<file path="src/rtl/scope_pkg.sv">
// scope_pkg: shared capture FSM state encoding and default widths for the scope capture controller
package scope_pkg;
  localparam int DATA_WIDTH_DEF  = 8;
  localparam int DEPTH_WIDTH_DEF = 10;
  typedef enum logic [2:0] {
    IDLE     = 3'd0,
    PRE_FILL = 3'd1,
    ARMED    = 3'd2,
    POST     = 3'd3,
    DRAIN    = 3'd4,
    FLUSH    = 3'd5
  } state_e;
endpackage

</file>
<file path="src/rtl/scope_out_stage.sv">
// scope_out_stage: one-read-in-flight tracker and valid/ready output register for the FIFO drain
// ports: rd_req_i read issued this cycle, rd_data_i FIFO data (valid the cycle after a read), clr_i flush,
//        ready_i/valid_o/data_o host handshake, inflight_o read outstanding, can_read_o next read allowed
module scope_out_stage #(
  parameter int c_DATA_WIDTH = 8
) (
  input  logic                    clk,
  input  logic                    rst_n,
  input  logic                    clr_i,
  input  logic                    rd_req_i,
  input  logic [c_DATA_WIDTH-1:0] rd_data_i,
  input  logic                    ready_i,
  output logic [c_DATA_WIDTH-1:0] data_o,
  output logic                    valid_o,
  output logic                    inflight_o,
  output logic                    can_read_o
);
  logic [c_DATA_WIDTH-1:0] data_q;
  logic                    valid_q;
  logic                    inflight_q;

  assign data_o     = data_q;
  assign valid_o    = valid_q;
  assign inflight_o = inflight_q;
  // a new read is only issued when the register will be free by the time its data lands
  assign can_read_o = !inflight_q && (!valid_q || ready_i);

  always_ff @(posedge clk or negedge rst_n) begin
    if (!rst_n) begin
      data_q     <= '0;
      valid_q    <= 1'b0;
      inflight_q <= 1'b0;
    end else if (clr_i) begin
      valid_q    <= 1'b0;
      inflight_q <= 1'b0;
    end else begin
      inflight_q <= rd_req_i;
      if (inflight_q) begin
        data_q  <= rd_data_i;
        valid_q <= 1'b1;
      end else if (ready_i) begin
        valid_q <= 1'b0;
      end
    end
  end
endmodule

</file>
<file path="src/rtl/scope_capture_ctrl.sv">
// scope_capture_ctrl: pre/post-trigger sample capture into an external synchronous FIFO, then drain to host
// ports: arm/abort control, pre_num/post_num window, smp_* sample stream, fifo_* external FIFO,
//        out_* host stream, busy/done/ovf status
module scope_capture_ctrl
  import scope_pkg::*;
#(
  parameter int c_DATA_WIDTH  = DATA_WIDTH_DEF,
  parameter int c_DEPTH_WIDTH = DEPTH_WIDTH_DEF
) (
  input  logic                     clk,
  input  logic                     rst_n,
  input  logic                     arm,
  input  logic                     abort,
  input  logic [c_DEPTH_WIDTH-1:0] pre_num,
  input  logic [c_DEPTH_WIDTH:0]   post_num,
  input  logic [c_DATA_WIDTH-1:0]  smp_data,
  input  logic                     smp_valid,
  input  logic                     trig,
  output logic                     fifo_wr_en,
  output logic [c_DATA_WIDTH-1:0]  fifo_wr_data,
  input  logic                     fifo_full,
  output logic                     fifo_rd_en,
  input  logic [c_DATA_WIDTH-1:0]  fifo_rd_data,
  input  logic                     fifo_empty,
  output logic                     fifo_clr,
  output logic [c_DATA_WIDTH-1:0]  out_data,
  output logic                     out_valid,
  input  logic                     out_ready,
  output logic                     busy,
  output logic                     done,
  output logic                     ovf
);
  localparam int OW = c_DEPTH_WIDTH + 1;

  state_e        state_q;
  logic [OW-1:0] occ_q, occ_d, post_q, post_inc, post_eff;
  logic          done_q, ovf_q, busy_q, clr_q;
  logic          flush, discard, drain_rd, can_read, inflight;

  assign post_eff = (post_num == '0) ? OW'(1) : post_num;
  assign post_inc = post_q + OW'(1);
  assign flush    = abort && state_q != IDLE && state_q != FLUSH;
  // in ARMED with no pre-trigger window nothing is retained until the trigger sample
  assign fifo_wr_en = !flush && smp_valid && (state_q == PRE_FILL ||
                      (state_q == ARMED && (trig || pre_num != '0)) ||
                      (state_q == POST && !fifo_full));
  assign fifo_wr_data = smp_data;
  // sliding pre-trigger window: each new sample pushes out the oldest one
  assign discard  = !flush && smp_valid && state_q == ARMED && !trig && pre_num != '0;
  assign drain_rd = !flush && state_q == DRAIN && !fifo_empty && can_read;
  assign fifo_rd_en = discard || drain_rd;
  assign occ_d = occ_q + OW'(fifo_wr_en) - OW'(fifo_rd_en);

  assign busy     = busy_q;
  assign done     = done_q;
  assign ovf      = ovf_q;
  assign fifo_clr = clr_q;

  scope_out_stage #(.c_DATA_WIDTH(c_DATA_WIDTH)) u_out (
    .clk        (clk),
    .rst_n      (rst_n),
    .clr_i      (flush),
    .rd_req_i   (drain_rd),
    .rd_data_i  (fifo_rd_data),
    .ready_i    (out_ready),
    .data_o     (out_data),
    .valid_o    (out_valid),
    .inflight_o (inflight),
    .can_read_o (can_read)
  );

  always_ff @(posedge clk or negedge rst_n) begin
    if (!rst_n) begin
      state_q <= IDLE;
      occ_q   <= '0;
      post_q  <= '0;
      done_q  <= 1'b0;
      ovf_q   <= 1'b0;
      busy_q  <= 1'b0;
      clr_q   <= 1'b0;
    end else begin
      done_q <= 1'b0;
      clr_q  <= 1'b0;
      occ_q  <= occ_d;
      if (flush) begin
        state_q <= FLUSH;
        clr_q   <= 1'b1;
        occ_q   <= '0;
        post_q  <= '0;
      end else begin
        case (state_q)
          IDLE: if (arm && !abort) begin
            state_q <= (pre_num == '0) ? ARMED : PRE_FILL;
            ovf_q   <= 1'b0;
            busy_q  <= 1'b1;
            post_q  <= '0;
          end
          PRE_FILL: if (fifo_wr_en && occ_d == OW'(pre_num)) state_q <= ARMED;
          ARMED: if (smp_valid && trig) begin
            post_q  <= OW'(1);
            state_q <= (post_num <= OW'(1)) ? DRAIN : POST;
          end
          POST: if (smp_valid && fifo_full) begin
            ovf_q   <= 1'b1;
            state_q <= DRAIN;
          end else if (smp_valid) begin
            post_q <= post_inc;
            if (post_inc >= post_eff) state_q <= DRAIN;
          end
          DRAIN: if (fifo_empty && !inflight && !out_valid) begin
            state_q <= IDLE;
            done_q  <= 1'b1;
            busy_q  <= 1'b0;
            post_q  <= '0;
          end
          default: begin
            state_q <= IDLE;
            busy_q  <= 1'b0;
          end
        endcase
      end
    end
  end
endmodule

</file>
<file path="config.mk">
export PLATFORM = sky130hd
export DESIGN_NAME = scope_capture_ctrl
export DESIGN_NICKNAME = d
export VERILOG_FILES = /design/src/rtl/scope_pkg.sv /design/src/rtl/scope_out_stage.sv /design/src/rtl/scope_capture_ctrl.sv
export SDC_FILE = /design/constraint.sdc
export NUM_CORES = 1
export LEC_CHECK = 0
export CELL_PAD_IN_SITES_DETAIL_PLACEMENT = 0
export CELL_PAD_IN_SITES_GLOBAL_PLACEMENT = 1
export CORE_MARGIN = 3
export CORE_UTILIZATION = 38
export DETAILED_ROUTE_END_ITERATION = 8
export PLACE_DENSITY = 0.92
export SLEW_MARGIN = 15
export SYNTH_ARGS = -nofsm -noshare
export SYNTH_HDL_FRONTEND = slang
export SYNTH_SLANG_ARGS = --single-unit
</file>
<file path="constraint.sdc">
create_clock -name clk -period 4.1 [get_ports clk]
set_input_delay 0.41 -clock clk [delete_from_list [all_inputs] [get_ports clk]]
set_output_delay 0.41 -clock clk [all_outputs]
set_load 0.01 [all_outputs]
</file>
Yosys cells after proc, flatten, opt, wreduce, memory -nomap -nowiden
Index checks and enable logic that the tools add are counted.
{ "classes": {"n_addsub": 3, "order_cmp": 2, "n_eq_ne": 17, "mux": 34, "bitwise": 2, "reduce_logical": 45} }
{ "ops": {"columns": ["op", "n"], "rows": [
  ["2-to-1 mux 11 bit", 8],
  ["one-hot mux 11 bit (4 select lines)", 1],
  ["2-to-1 mux 3 bit", 9],
  ["logical AND 1 bit", 19],
  ["one-hot mux 3 bit (5 select lines)", 1],
  ["2-to-1 mux 1 bit", 12],
  ["!= test 3 bit, second input constant", 4],
  ["AND reduction 6 bit", 2],
  ["adder 11 x 1 -> 11 bit", 1],
  ["adder 11 x 1 -> 11 bit, second input constant", 1],
  ["equality test 11 x 10 -> 1 bit", 1],
  [">= comparator 11 bit", 1],
  ["<= comparator 11 x 1 -> 1 bit, second input constant", 1],
  ["logical NOT 11 bit", 1],
  ["subtractor 11 x 1 -> 11 bit", 1],
  ["logical NOT 10 bit", 1],
  ["nonzero test 10 bit", 1],
  ["!= test 3 x 2 -> 1 bit, second input constant", 3],
  ["AND reduction 4 bit", 2],
  ["logical NOT 1 bit", 7],
  ["equality test 3 x 2 -> 1 bit, second input constant", 2],
  ["nonzero test 3 bit", 2],
  ["logical OR 1 bit", 5],
  ["nonzero test 5 bit", 1],
  ["14 further kinds", 16]
]} }
{ "totals": {"register_bits": 39, "inputBits": 46, "output_inout_bits": 23} }

Logic depth before layout (Yosys ltp)
{ "depth": {"ltp_word": 15, "depth_mapped": 16} }

By module
A second synthesis with hierarchy kept.
{ "unflattened": {"hier_cells": 361, "hier_area_um2": 3204.3} }
{ "by_module_without_submodules": {"columns": ["mod", "instances", "cells_each", "area_each_um2", "seq_area_each_um2"], "rows": [
  ["scope_capture_ctrl", 1, 336, 2778.9, 725.7],
  ["scope_out_stage", 1, 25, 425.4, 250.2]
]} }

Worst setup path after synthesis
Ideal clock, no wire load.
{ "synth_timing": {"path_type": "register -> register", "startpoint": "register state_q[1]", "endpoint": "register state_q[0]", "setup_time_ns": 0.118, "t_arrival_ns": 3.511, "required_ns": 3.982, "slack_ns": 0.471, "path_stages_with_launch": 17, "n_path_buf": 0, "synth_period_minus_slack_ns": 3.629, "path_cell_list": "dfrtp_1 or2_0 or3b_1 nor3b_1 a41o_1 ha_1 inv_1 ha_1 inv_1 fa_1 xor2_1 o211ai_1 a211oi_1 and3_1 o2111a_1 nand4_1 a21o_1"} }
{ "synth_between": {"elab_chain_len": 14} }
{ "synth_lines": {"columns": ["element", "line_no", "source"], "rows": [
  ["start: declaration", "scope_capture_ctrl.sv:35", "state_e state_q;"],
  ["start signal: assignment", "scope_capture_ctrl.sv:93", "state_q <= (pre_num == '0) ? ARMED : PRE_FILL;"],
  ["start signal: assignment", "scope_capture_ctrl.sv:101", "state_q <= (post_num <= OW'(1)) ? DRAIN : POST;"],
  ["nonzero test 3 bit", "scope_capture_ctrl.sv:42", "assign flush = abort && state_q != IDLE && state_q != FLUSH;"],
  ["logical AND 1 bit (2 in series)", "scope_capture_ctrl.sv:42", null],
  ["logical NOT 1 bit", "scope_capture_ctrl.sv:49, scope_capture_ctrl.sv:50", null],
  ["logical AND 1 bit (4 in series)", "scope_capture_ctrl.sv:49", "assign discard = !flush && smp_valid && state_q == ARMED && !trig && pre_num != '0;"],
  ["logical OR 1 bit (*)", "scope_capture_ctrl.sv:51", "assign fifo_rd_en = discard || drain_rd;"],
  ["via fifo_rd_en", "scope_capture_ctrl.sv:22", "output logic fifo_rd_en,"],
  ["subtractor 11 x 1 -> 11 bit (*)", "scope_capture_ctrl.sv:52", "assign occ_d = occ_q + OW'(fifo_wr_en) - OW'(fifo_rd_en);"],
  ["equality test 11 x 10 -> 1 bit (*)", "scope_capture_ctrl.sv:98", "PRE_FILL: if (fifo_wr_en && occ_d == OW'(pre_num)) state_q <= ARMED;"],
  ["logical AND 1 bit (*)", "scope_capture_ctrl.sv:98", null],
  ["!= test 3 x 2 -> 1 bit (no line) (*)", null, null],
  ["AND reduction 6 bit (no line) (*)", null, null]
]} }
Mark *: on every way through the listed nets, which the timed path passes. The rest lies on a longest branch.
A chain may end at the register's enable or synchronous reset.

Final worst setup path
{ "layout_timing": {"startpoint": "register state_q[1]", "endpoint": "register state_q[1]"} }
{ "layout_between": {"elab_chain_len": 14} }
{ "layout_lines": {"columns": ["element"], "rows": [
  ["parallel branches: the longest is 14 deep, another holds adder 11 x 1 -> 11 bit"]
]} }
Parallel ways; which one is timed is not known.

==> impl_metrics.csv <==
group,metric,value,unit
flow_run,maxCapViolCount,0,
clocking,cts_setup_buffers,0,
routing,drt_iter0_drc,151,
critical_path,crit_chain,"or2_0, or3b_1, nor3b_1, a41o_1, ha_1, inv_1, ha_1, inv_1, fa_1, nor2b_1, o22a_1, xnor3_1, nor2_1, o2111a_1, nand4_1, a22oi_1",
final_layout,n_antenna_cell,0,
final_layout,layout-drive-gt1-share,0.0995,
yosys,synthFlopType,"dfrtp_1",
clocking,cts-root-buf,"clkbuf_8",
final_layout,multiInputGateArea,0.00181,mm²
final_layout,fin_util,0.496,
yosys,synth_edf_count,0,
clocking,cts_tree,"done",
yosys,synth_mux_area_frac,0.0365,
critical_path,r2r_setup_slack,0.29,ns
critical_path,arrival,4.01,ns
yosys,synth_fa_ha_area_frac,0.102,
yosys,synth_cell_types,61,
sta,fin_skew,0.00641,ns
floorplan,die-area,0.00904,mm²
yosys,synthArstFlopShare,1.00,
yosys,synth_area_leader_cell,"dfrtp_1",
power,p_leak,1.74,nW
floorplan,start_util,0.403,
clocking,cts_buffer_depth,2,
critical_path,required,4.30,ns
yosys,synth_top_family_by_area,"simple AND/OR/NAND/NOR gates",
critical_path,path_delay_family,"simple AND/OR/NAND/NOR gates",
global_routing,overflow,0,
hold_path,hold_class,"in -> async",
place,pre_cts_slack,0.0367,ns
run_status,status,"finished, final reports clean",
global_routing,grt_use_total,0.157,
critical_path,worst_path_max_delay_cell,"fa_1",
final_layout,seqCellArea,976,µm²
routing,detail_route.first_pass.iterations,4,
final_layout,final_cells,481,
yosys,synthMostInstantiatedCell,"dfrtp_1",
critical_path,cp-start-kind,"flip-flop",
sta,hold_viol,0,
critical_path,end_kind,"flip-flop",
final_layout,nets,451,
yosys,synth_compound_area_frac,0.166,
floorplan,ios,69,
clocking,cts_num_sinks,39,
routing,via_per_inst,5.20,
floorplan,row_count,31,
floorplan,die_w,95.1,µm
sta,worstMarginPinSlew,0.853,ns
sta,fmaxAchievable,263,MHz
clocking,cts_made_buffers,5,
critical_path,worst-path-max-fanout,3,
yosys,syn_inst,333,
power,power_density,723,mW/mm²
place,gp_congestion,0.846,
floorplan,core,0.00749,mm²
yosys,synth_top_area_frac,0.324,
sta,setup_violations,0,
sta,post-route-min-period,3.81,ns
place,dp_cells,473,
sta,finalCritPeriodShare,0.928,
sta,slew-limit-headroom,0.432,
yosys,synth_nets,403,
power,peakVddDrop,276,µV
final_layout,area_growth,23.2,%
sta,fin_ws,0.294,ns
global_routing,grt_pass1_wl,11400,µm
sta,rsz0062_at_grt,"no",
yosys,synthTopCellsByCount,"dfrtp_1, nor2_1, inv_1, nand2_1, ha_1",
global_routing,antenna_found_initial,0,
clocking,clk_pin_slew,0.09,ns
yosys,synth.ff_latch_count,39,
place,portBuffers,52,
critical_path,reg2reg_from,"state_q[1]",
yosys,synth.yosys.seq_area_share,0.324,
place,hpwl,5450,µm
sta,setup_tns,0,ns
global_routing,first_global_vias,2395,
sta,maxSlewViolCount,0,
yosys,yosys.area_share.simple,0.191,
final_layout,nFillCells,694,
yosys,synth_area_per_cell,9.06,µm²
yosys,yosysWarnings,0,
routing,drt-wirelength-per-cell,14.4,µm
yosys,synthTopCellsByArea,"dfrtp_1, ha_1, nor2_1",
critical_path,cp_slowest_stage_delay,0.40,ns
critical_path,critPathKind,"reg -> reg",
routing,drcViolationCount,0,
yosys,synthXorXnorAreaFrac,0.106,
routing,drt_wl_total,6920,µm
critical_path,worst-path-stages,16,
critical_path,crit_buf_inv,2,
clocking,insertion_delay,0.29,ns
routing,vias,2500,
clocking,cts_resized,0,
critical_path,rr_worst_depth,16,
clocking,cts_hold_buf,0,
critical_path,r2r-end,"state_q[1]",
clocking,cts_max_level,2,
yosys,synth_area,0.00302,mm²
floorplan,die_y,95.1,µm
routing,detail-route-antenna-nets,0,
global_routing,grt_start_max_net_pins,40,
## registers in the layout (all words and copies together), names as in the netlist
register and cells:
post_q 11, ovf 1, occ_q 11, u_out.inflight_o 1
state_q 3, busy 1, u_out.valid_o 1, fifo_clr 1
u_out.data_o 8, done 1
## metrics by stage
step / hold WS [ns] / power (mW) / cell area (µm²)
2_1_floorplan: 0.114 / 1.92 / 3020
3_3_place_gp: 0.485 / 2.32 / 3600
3_5_place_dp: 0.491 / 2.35 / 3600
4_1_cts: 0.271 / 2.68 / 3710
5_1_grt: 0.299 / 2.90 / 3710
6_report: 0.214 / 2.68 / 3710
## worst max path at each step
stage	slack (ns)	from	endpoint
2_1_floorplan	0.47	state_q[1]	state_q[0]
3_3_place_gp	0.15	abort	state_q[0]
3_5_place_dp	0.04	abort	state_q[1]
4_1_cts	0.28	state_q[1]	state_q[1]
5_1_grt	0.09	state_q[0]	state_q[1]
6_report	0.29	state_q[1]	state_q[1]
## power breakdown
part	internal [mW]	switching (mW)	leakage (nW)
registers	0.513	0.0662	0.513
clock network	0.181	0.146	0.0581
logic	0.854	0.922	1.17
## cells in the final DEF, fill, tap and decap left out, drive strengths merged, types with 4 or more instances in the layout
| cell | netlist | final |
|---|---|---|
| inv | 28 | 28 |
| clkbuf | 6 | 5 |
| ha | 23 | 23 |
| buf | 14 | 10 |
| o21ai | 19 | 19 |
| nor2b | 5 | 5 |
| a21oi | 11 | 11 |
| dfrtp | 39 | 39 |
| xnor2 | 13 | 13 |
| nand2 | 27 | 27 |
| a21o | 5 | 5 |
| nor2 | 32 | 32 |
| mux2 | 8 | 8 |
| clkdlybuf4s50 | 0 | 51 |
| and2 | 4 | 4 |
| or2 | 4 | 4 |
| xor2 | 13 | 13 |
| nand2b | 9 | 9 |
| nand3 | 10 | 10 |
| and3 | 6 | 6 |
## metal layers
metal | wire (µm) | vias up | global-route usage
li1 | - | 1248 | -
met1 | 3370 | 1172 | 0.220
met2 | 3120 | 74 | 0.250
met3 | 362 | 6 | 0.0292
met4 | 75 | 0 | 0.0373
met5 | 0 | - | 0
## logic make-up (layout without fill, tap and decap cells)
family	Yosys count	after routing
and+or+nand+nor	115	115
adders and majority gates	24	24
buffers and inverters	48	97
DFF	39	39
AOI/OAI and AO/OA	67	67
muxes	10	10
xor gates and xnor gates	30	30
## area by class of cell
cell class | count | area share
sequential | 39 | 0.263
multi-input combinational | 246 | 0.488
clock buffer | 5 | 0.0185
tap | 99 | 0.0334
timing repair buffer | 61 | 0.157
inverter | 28 | 0.0283
clock inverter | 3 | 0.0118
Note: power is estimated with default switching activity, not from simulation.
